==> src/rtl/fifo_uart_tx.sv <==
`default_nettype none
// ============================================================================
// fifo_uart_tx : drains a synchronous FIFO, serialising each word as UART.
// Even parity bit is added when FIFO_UART_TX_PARITY_EN is defined.
// Revision: 1.0
// ============================================================================
module fifo_uart_tx #(
  parameter int DATA_W       = 8,
  parameter int CLKS_PER_BIT = 4,
  parameter int STOP_BITS    = 1
) (
  input  logic              clk,
  input  logic              rst,
  input  logic              tx_en,
  input  logic              fifo_empty,
  input  logic [DATA_W-1:0] fifo_dout,
  output logic              fifo_rd,
  output logic              tx,
  output logic              busy,
  output logic              frame_done
);

  localparam int CW = $clog2(CLKS_PER_BIT);
  localparam int IW = (DATA_W > 1) ? $clog2(DATA_W) : 1;
  localparam logic [CW-1:0] C_BIT_LAST  = CW'(CLKS_PER_BIT - 1);
  localparam logic [IW-1:0] C_IDX_LAST  = IW'(DATA_W - 1);
  localparam logic          C_STOP_LAST = (STOP_BITS == 2);

  typedef enum logic [2:0] {
    S_IDLE   = 3'd0,
    S_REQ    = 3'd1,
    S_LOAD   = 3'd2,
    S_START  = 3'd3,
    S_DATA   = 3'd4,
    S_PARITY = 3'd5,
    S_STOP   = 3'd6
  } state_t;

  state_t            state;
  logic [DATA_W-1:0] shreg;
  logic [CW-1:0]     bit_cnt;
  logic [IW-1:0]     idx;
  logic              stop_idx;
`ifdef FIFO_UART_TX_PARITY_EN
  logic              par_bit;
`endif

  wire bit_end = (bit_cnt == C_BIT_LAST);

  always_ff @(posedge clk) begin
    if (rst) begin
      state      <= S_IDLE;
      tx         <= 1'b1;
      fifo_rd    <= 1'b0;
      busy       <= 1'b0;
      frame_done <= 1'b0;
      shreg      <= '0;
      bit_cnt    <= '0;
      idx        <= '0;
      stop_idx   <= 1'b0;
`ifdef FIFO_UART_TX_PARITY_EN
      par_bit    <= 1'b0;
`endif
    end else begin
      fifo_rd    <= 1'b0;
      frame_done <= 1'b0;
      case (state)
        S_IDLE: begin
          if (tx_en && !fifo_empty) begin
            state   <= S_REQ;
            fifo_rd <= 1'b1;
            busy    <= 1'b1;
          end
        end
        S_REQ: state <= S_LOAD;
        // FIFO output is registered, so the popped word is valid here
        S_LOAD: begin
          shreg   <= fifo_dout;
`ifdef FIFO_UART_TX_PARITY_EN
          par_bit <= ^fifo_dout;
`endif
          tx      <= 1'b0;
          bit_cnt <= '0;
          state   <= S_START;
        end
        S_START: begin
          if (bit_end) begin
            bit_cnt <= '0;
            tx      <= shreg[0];
            shreg   <= shreg >> 1;
            idx     <= '0;
            state   <= S_DATA;
          end else begin
            bit_cnt <= bit_cnt + 1'b1;
          end
        end
        S_DATA: begin
          if (bit_end) begin
            bit_cnt <= '0;
            if (idx == C_IDX_LAST) begin
`ifdef FIFO_UART_TX_PARITY_EN
              tx       <= par_bit;
              state    <= S_PARITY;
`else
              tx       <= 1'b1;
              stop_idx <= 1'b0;
              state    <= S_STOP;
`endif
            end else begin
              tx    <= shreg[0];
              shreg <= shreg >> 1;
              idx   <= idx + 1'b1;
            end
          end else begin
            bit_cnt <= bit_cnt + 1'b1;
          end
        end
`ifdef FIFO_UART_TX_PARITY_EN
        S_PARITY: begin
          if (bit_end) begin
            bit_cnt  <= '0;
            tx       <= 1'b1;
            stop_idx <= 1'b0;
            state    <= S_STOP;
          end else begin
            bit_cnt <= bit_cnt + 1'b1;
          end
        end
`endif
        S_STOP: begin
          if (bit_end) begin
            bit_cnt <= '0;
            if (stop_idx == C_STOP_LAST) begin
              state      <= S_IDLE;
              busy       <= 1'b0;
              frame_done <= 1'b1;
            end else begin
              stop_idx <= 1'b1;
            end
          end else begin
            bit_cnt <= bit_cnt + 1'b1;
          end
        end
        default: state <= S_IDLE;
      endcase
    end
  end

endmodule
`default_nettype wire
==> config.mk <==
export PLATFORM = sky130hd
export DESIGN_NAME = fifo_uart_tx
export DESIGN_NICKNAME = d
export VERILOG_FILES = /design/src/rtl/fifo_uart_tx.sv
export SDC_FILE = /design/constraint.sdc
export NUM_CORES = 1
export LEC_CHECK = 0
export CORE_MARGIN = 3
export CORE_UTILIZATION = 45
export CTS_CLUSTER_DIAMETER = 120
export DETAILED_ROUTE_END_ITERATION = 6
export HOLD_SLACK_MARGIN = 0.02
export PLACE_DENSITY = 0.73
export SLEW_MARGIN = 20
export SYNTH_ARGS = -nofsm -noshare
export SYNTH_HDL_FRONTEND = slang
export SYNTH_SLANG_ARGS = --single-unit
==> constraint.sdc <==
create_clock -name clk -period 2.73 [get_ports clk]
set_input_delay 0.4095 -clock clk [delete_from_list [all_inputs] [get_ports clk]]
set_output_delay 0.4095 -clock clk [all_outputs]
set_load 0.05 [all_outputs]
Yosys cells after proc, flatten, opt, wreduce, memory -nomap -nowiden --
Index checks and enable logic that the tools add are counted.
Cells by class: add/subtract/negate cells 2, bitwise logic cells 3, muxes and demuxes 32, reduce and logical (&&, ||, !) cells 17, equality and inequality tests 14
Operators with widths (count):
- $mux W3 | 9
- $mux W8 | 3
- $pmux W8 S3 | 1
- $pmux W3 S6 | 1
- $reduce_and A4 Y1 | 4
- $ne A2 B2 Y1 const B | 7
- $mux W1 | 12
- $eq A3 B3 Y1 const B | 3
- $reduce_bool A2 Y1 | 4
- $eq A3 B2 Y1 const B | 2
- $pmux W3 S2 | 1
- $reduce_and A6 Y1 | 1
- $reduce_or A3 Y1 | 2
- $pmux W1 S2 | 2
- $pmux W2 S2 | 1
- $add A3 B1 Y3 const B | 1
- $eq A3 B1 Y1 const B | 1
- $logic_not A3 Y1 | 1
- $not A1 Y1 | 3
- $pmux W1 S3 | 1
- $reduce_and A3 Y1 | 1
- $reduce_bool A3 Y1 | 1
- $add A2 B1 Y2 const B | 1
- $eq A2 B2 Y1 const B | 1
- 4 further kinds | 4
Storage, ports and cells: output and inout port bits 4, flip-flop bits (word level) 21, logic and storage cells 77

Depth between registers and ports, before layout --
word-level depth 4, mapped depth 7, gate-level depth less buffers 6

Least setup slack after synthesis --
OpenSTA, ideal clock, no wires.
kind register -> register, from reg idx[0], to reg shreg[5], library setup time 0.088 ns, cell stages (with the launch flop) 8, path slack 1.110 ns, clock period less this slack 1.620 ns, required time 2.642 ns, arrival 1.531 ns, cells stage by stage dfxtp_1 > ha_1 > ha_1 > nand2b_1 > o22ai_4 > buf_6 > nor2_1 > a311oi_2
Between the ends: cells in the longest elaborated chain, start to end 3
Ends and longest elaborated chain:
- start, declared | RTL line 42 | logic [IW-1:0] idx;
- start signal, assigned | RTL line 112 | idx <= idx + 1'b1;
- $eq A3 B3 Y1 | RTL line 100 | if (idx == C_IDX_LAST) begin
- $ne A2 B2 Y1 (no source line)
- $reduce_and A4 Y1 (no source line)
- end signal, assigned | RTL line 78 | shreg <= fifo_dout;
- end signal, assigned | RTL line 90 | shreg <= shreg >> 1;
- end signal, assigned | RTL line 111 | shreg <= shreg >> 1;
- end, declared | RTL line 40 | logic [DATA_W-1:0] shreg;
No other way between the ends. A chain may end at the register's enable or synchronous reset.

Worst setup path after layout --
from reg idx[0], to reg shreg[6]
The elaborated chain is that of the path after synthesis.

==> out/metrics.json <==
{
  "dp_hpwl": {"value": 1364, "unit": "µm"},
  "yosysUniqueCellTypes": {"value": 29},
  "place.gp.congestion": {"value": 0.6976},
  "cts_resized": {"value": 0},
  "grt_setup_unrepaired": {"value": "no"},
  "synth_area": {"value": 0.001012, "unit": "mm²"},
  "synth_sequential_area_ratio": {"value": 39.56, "unit": "%"},
  "max_freq": {"value": 0.5215, "unit": "GHz"},
  "drc_errors": {"value": 0},
  "pin_count_of_the_biggest_net_entering_global_routing": {"value": 21},
  "tritoncts_num_sinks": {"value": 20},
  "placeableCoreArea": {"value": 0.002042, "unit": "mm²"},
  "drt_pass1_iterations": {"value": 4},
  "worstSkewPairLatency": {"value": 0.30, "unit": "ns"},
  "yosysTopAreaCell": {"value": "dfxtp_1"},
  "grt_overflow_total": {"value": 0},
  "dieWidth": {"value": 53.43, "unit": "µm"},
  "globalRouteTotalUtil": {"value": 16.23, "unit": "%"},
  "grt_pass1_wl": {"value": 3422, "unit": "µm"},
  "postSynth.asyncResetShare": {"value": 0, "unit": "%"},
  "cts-hold-fix-buffers": {"value": 0},
  "timing.critical_path.required": {"value": 2.94, "unit": "ns"},
  "outcome": {"value": "completed"},
  "final.setup_skew": {"value": 0.002562, "unit": "ns"},
  "crit_path_end_kind": {"value": "register"},
  "routed_wl": {"value": 1929, "unit": "µm"},
  "worst-slew-pin-transition": {"value": 0.7879, "unit": "ns"},
  "post-synth-top-area-fraction": {"value": 39.56, "unit": "%"},
  "vdd_drop_max": {"value": 0.0003583, "unit": "V"},
  "power_density": {"value": 483.9, "unit": "mW/mm²"},
  "finalMaxSlewViolations": {"value": 0},
  "finalPower": {"value": 572.7, "unit": "µW"},
  "static-leakage-power": {"value": 0.0004257, "unit": "µW"},
  "drive_gt1_share": {"value": 7.634, "unit": "%"},
  "timing.slew.headroom": {"value": 47.31, "unit": "%"},
  "die_y": {"value": 53.43, "unit": "µm"},
  "timing_hold_violations_final": {"value": 0},
  "synth_nets": {"value": 136},
  "wl_per_cell": {"value": 12.21, "unit": "µm"},
  "grt_pass1_vias": {"value": 790},
  "placementRows": {"value": 16},
  "post_synth_main_area_contributors": {"value": "dfxtp_1, nand2_1, a311oi_1, nor2_1, a21oi_1"},
  "hold_class": {"value": "reg -> reg"},
  "timing.reg2reg.setup_slack": {"value": 0.81, "unit": "ns"},
  "num_antenna_cells": {"value": 0},
  "ant_nets": {"value": 0},
  "cts_root_buffer": {"value": "clkbuf_4"},
  "layout_min_cycle_time": {"value": 1.918, "unit": "ns"},
  "start_util": {"value": 49.57, "unit": "%"},
  "yosys_most_used_dff": {"value": "dfxtp_1"},
  "setup_tns": {"value": 0, "unit": "ns"},
  "critPathKind": {"value": "reg -> reg"},
  "detail_route.iter0.violations": {"value": 20},
  "layout_setup_ws": {"value": 0.8124, "unit": "ns"},
  "number_of_register_bits_inferred_by_synthesis": {"value": 20},
  "die_area": {"value": 0.002854, "unit": "mm²"},
  "synthToLayoutAreaGrowth": {"value": 16.93, "unit": "%"},
  "cp-start-kind": {"value": "register"},
  "share_of_the_clock_period_used_by_the_worst_path": {"value": 70.24, "unit": "%"},
  "clk_transition_reported_paths": {"value": 0.11, "unit": "ns"},
  "netlist_instances": {"value": 121},
  "clock_tree_from_tritoncts": {"value": "built"},
  "design.portCount": {"value": 16},
  "timing.critical_path.fanout_max": {"value": 15},
  "num_vias": {"value": 873},
  "io_buffers": {"value": 15},
  "dpl_worst_slack": {"value": 0.8471, "unit": "ns"},
  "final_nets": {"value": 147},
  "critical_path_data_arrival_time": {"value": 2.12, "unit": "ns"},
  "total_of_warnings_raised_by_yosys": {"value": 0},
  "max-cap-violations": {"value": 0},
  "synth-edff-count": {"value": 0},
  "avgSynthCellArea": {"value": 8.365, "unit": "µm²"},
  "timing.final.setup_violations": {"value": 0},
  "vias_per_cell": {"value": 5.525},
  "cts.repair_timing.setup_buffer_count": {"value": 0},
  "timing.hold.ws": {"value": 0.4668, "unit": "ns"},
  "cts-htree-levels": {"value": 1},
  "antenna_violations_before_repair": {"value": 0},
  "cts_buffer_depth": {"value": 2},
  "cts_buffers": {"value": 3}
}
final timing paths:
| path | startpoint | end | cells past startpoint |
|---|---|---|---|
| worst min-delay path | idx[1] | idx[1] | 2 |
| worst min register to register | idx[1] | idx[1] | 2 |
| worst max register to register | idx[0] | shreg[6] | 6 |
| worst max-delay path | idx[0] | shreg[6] | 6 |
per-layer routing:
layer	global-route usage, %	vias to the layer above	wire (µm)
li1	-	452	-
met4	4.255	0	12
met2	23.67	16	879
met3	5.070	2	94
met5	0	-	0
met1	22.67	403	942
cell usage in the layout (no fill, tap or decap), drive strengths merged, types with 2 or more instances in the layout:
cell type | Yosys | layout
nand2b | 3 | 3
nand2 | 22 | 22
dfxtp | 20 | 20
clkdlybuf4s50 | 0 | 15
nor2b | 4 | 4
nor3 | 3 | 3
a21oi | 8 | 8
a311oi | 9 | 9
ha | 3 | 3
o21ai | 8 | 8
nor3b | 2 | 2
nand3 | 3 | 3
a211oi | 2 | 2
clkbuf | 7 | 4
nor2 | 13 | 13
through the flow:
stage          cell area [µm²]  instances  util, %
6_report                  1184        158    57.97
5_1_grt                   1184        158    57.97
4_1_cts                   1184        158    57.97
3_5_place_dp              1147        154    56.19
3_3_place_gp              1147        154    56.19
2_1_floorplan             1012        121        -
Yosys cell counts (2+ instances only):
cell / instances
a211oi_1: 2
a21oi_1: 8
a311oi_1: 7
a311oi_2: 2
buf_6: 2
clkbuf_1: 7
dfxtp_1: 20
ha_1: 3
nand2_1: 22
nand2b_1: 3
nand3_1: 3
nor2_1: 13
nor2b_1: 4
nor3_1: 3
o21ai_0: 8
layout make-up:
| class | count | area [µm²] |
|---|---|---|
| repair buffers | 15 | 150.1 |
| multi-input cells | 92 | 563.0 |
| fillers | 200 | 858.3 |
| clock buffers | 4 | 36.28 |
| well taps | 27 | 33.78 |
| flip-flops and latches | 20 | 400.4 |
power breakdown:
part / internal, µW / switching (µW)
Combinational: 39.5 / 43.1
Clock: 81.3 / 87.7
Sequential: 307 / 14.2
Total: 428 / 145
critical path: stages, from the launching register on:
cell	delay, ns
dfxtp_1	0.36
ha_1	0.21
ha_1	0.24
nand2b_1	0.24
o22ai_4	0.40
nor2_1	0.12
a311oi_2	0.25
sequential cells by signal, indices dropped and copies added, names as in the netlist:
signal,count
fifo_rd,1
tx,1
state,3
shreg,8
frame_done,1
bit_cnt,2
busy,1
idx,3
logic make-up (layout without fill, tap and decap cells):
family          count (synthesis)  count (layout)  synth area share (%)
mux                             1               1                0.9889
buf+inv                         9              19                 4.821
fa+ha+maj                       4               4                 4.698
simple gates                   55              55                 26.33
compound gates                 32              32                 23.61
flops                          20              20                 39.55
Power figures use the tool's default switching activity.
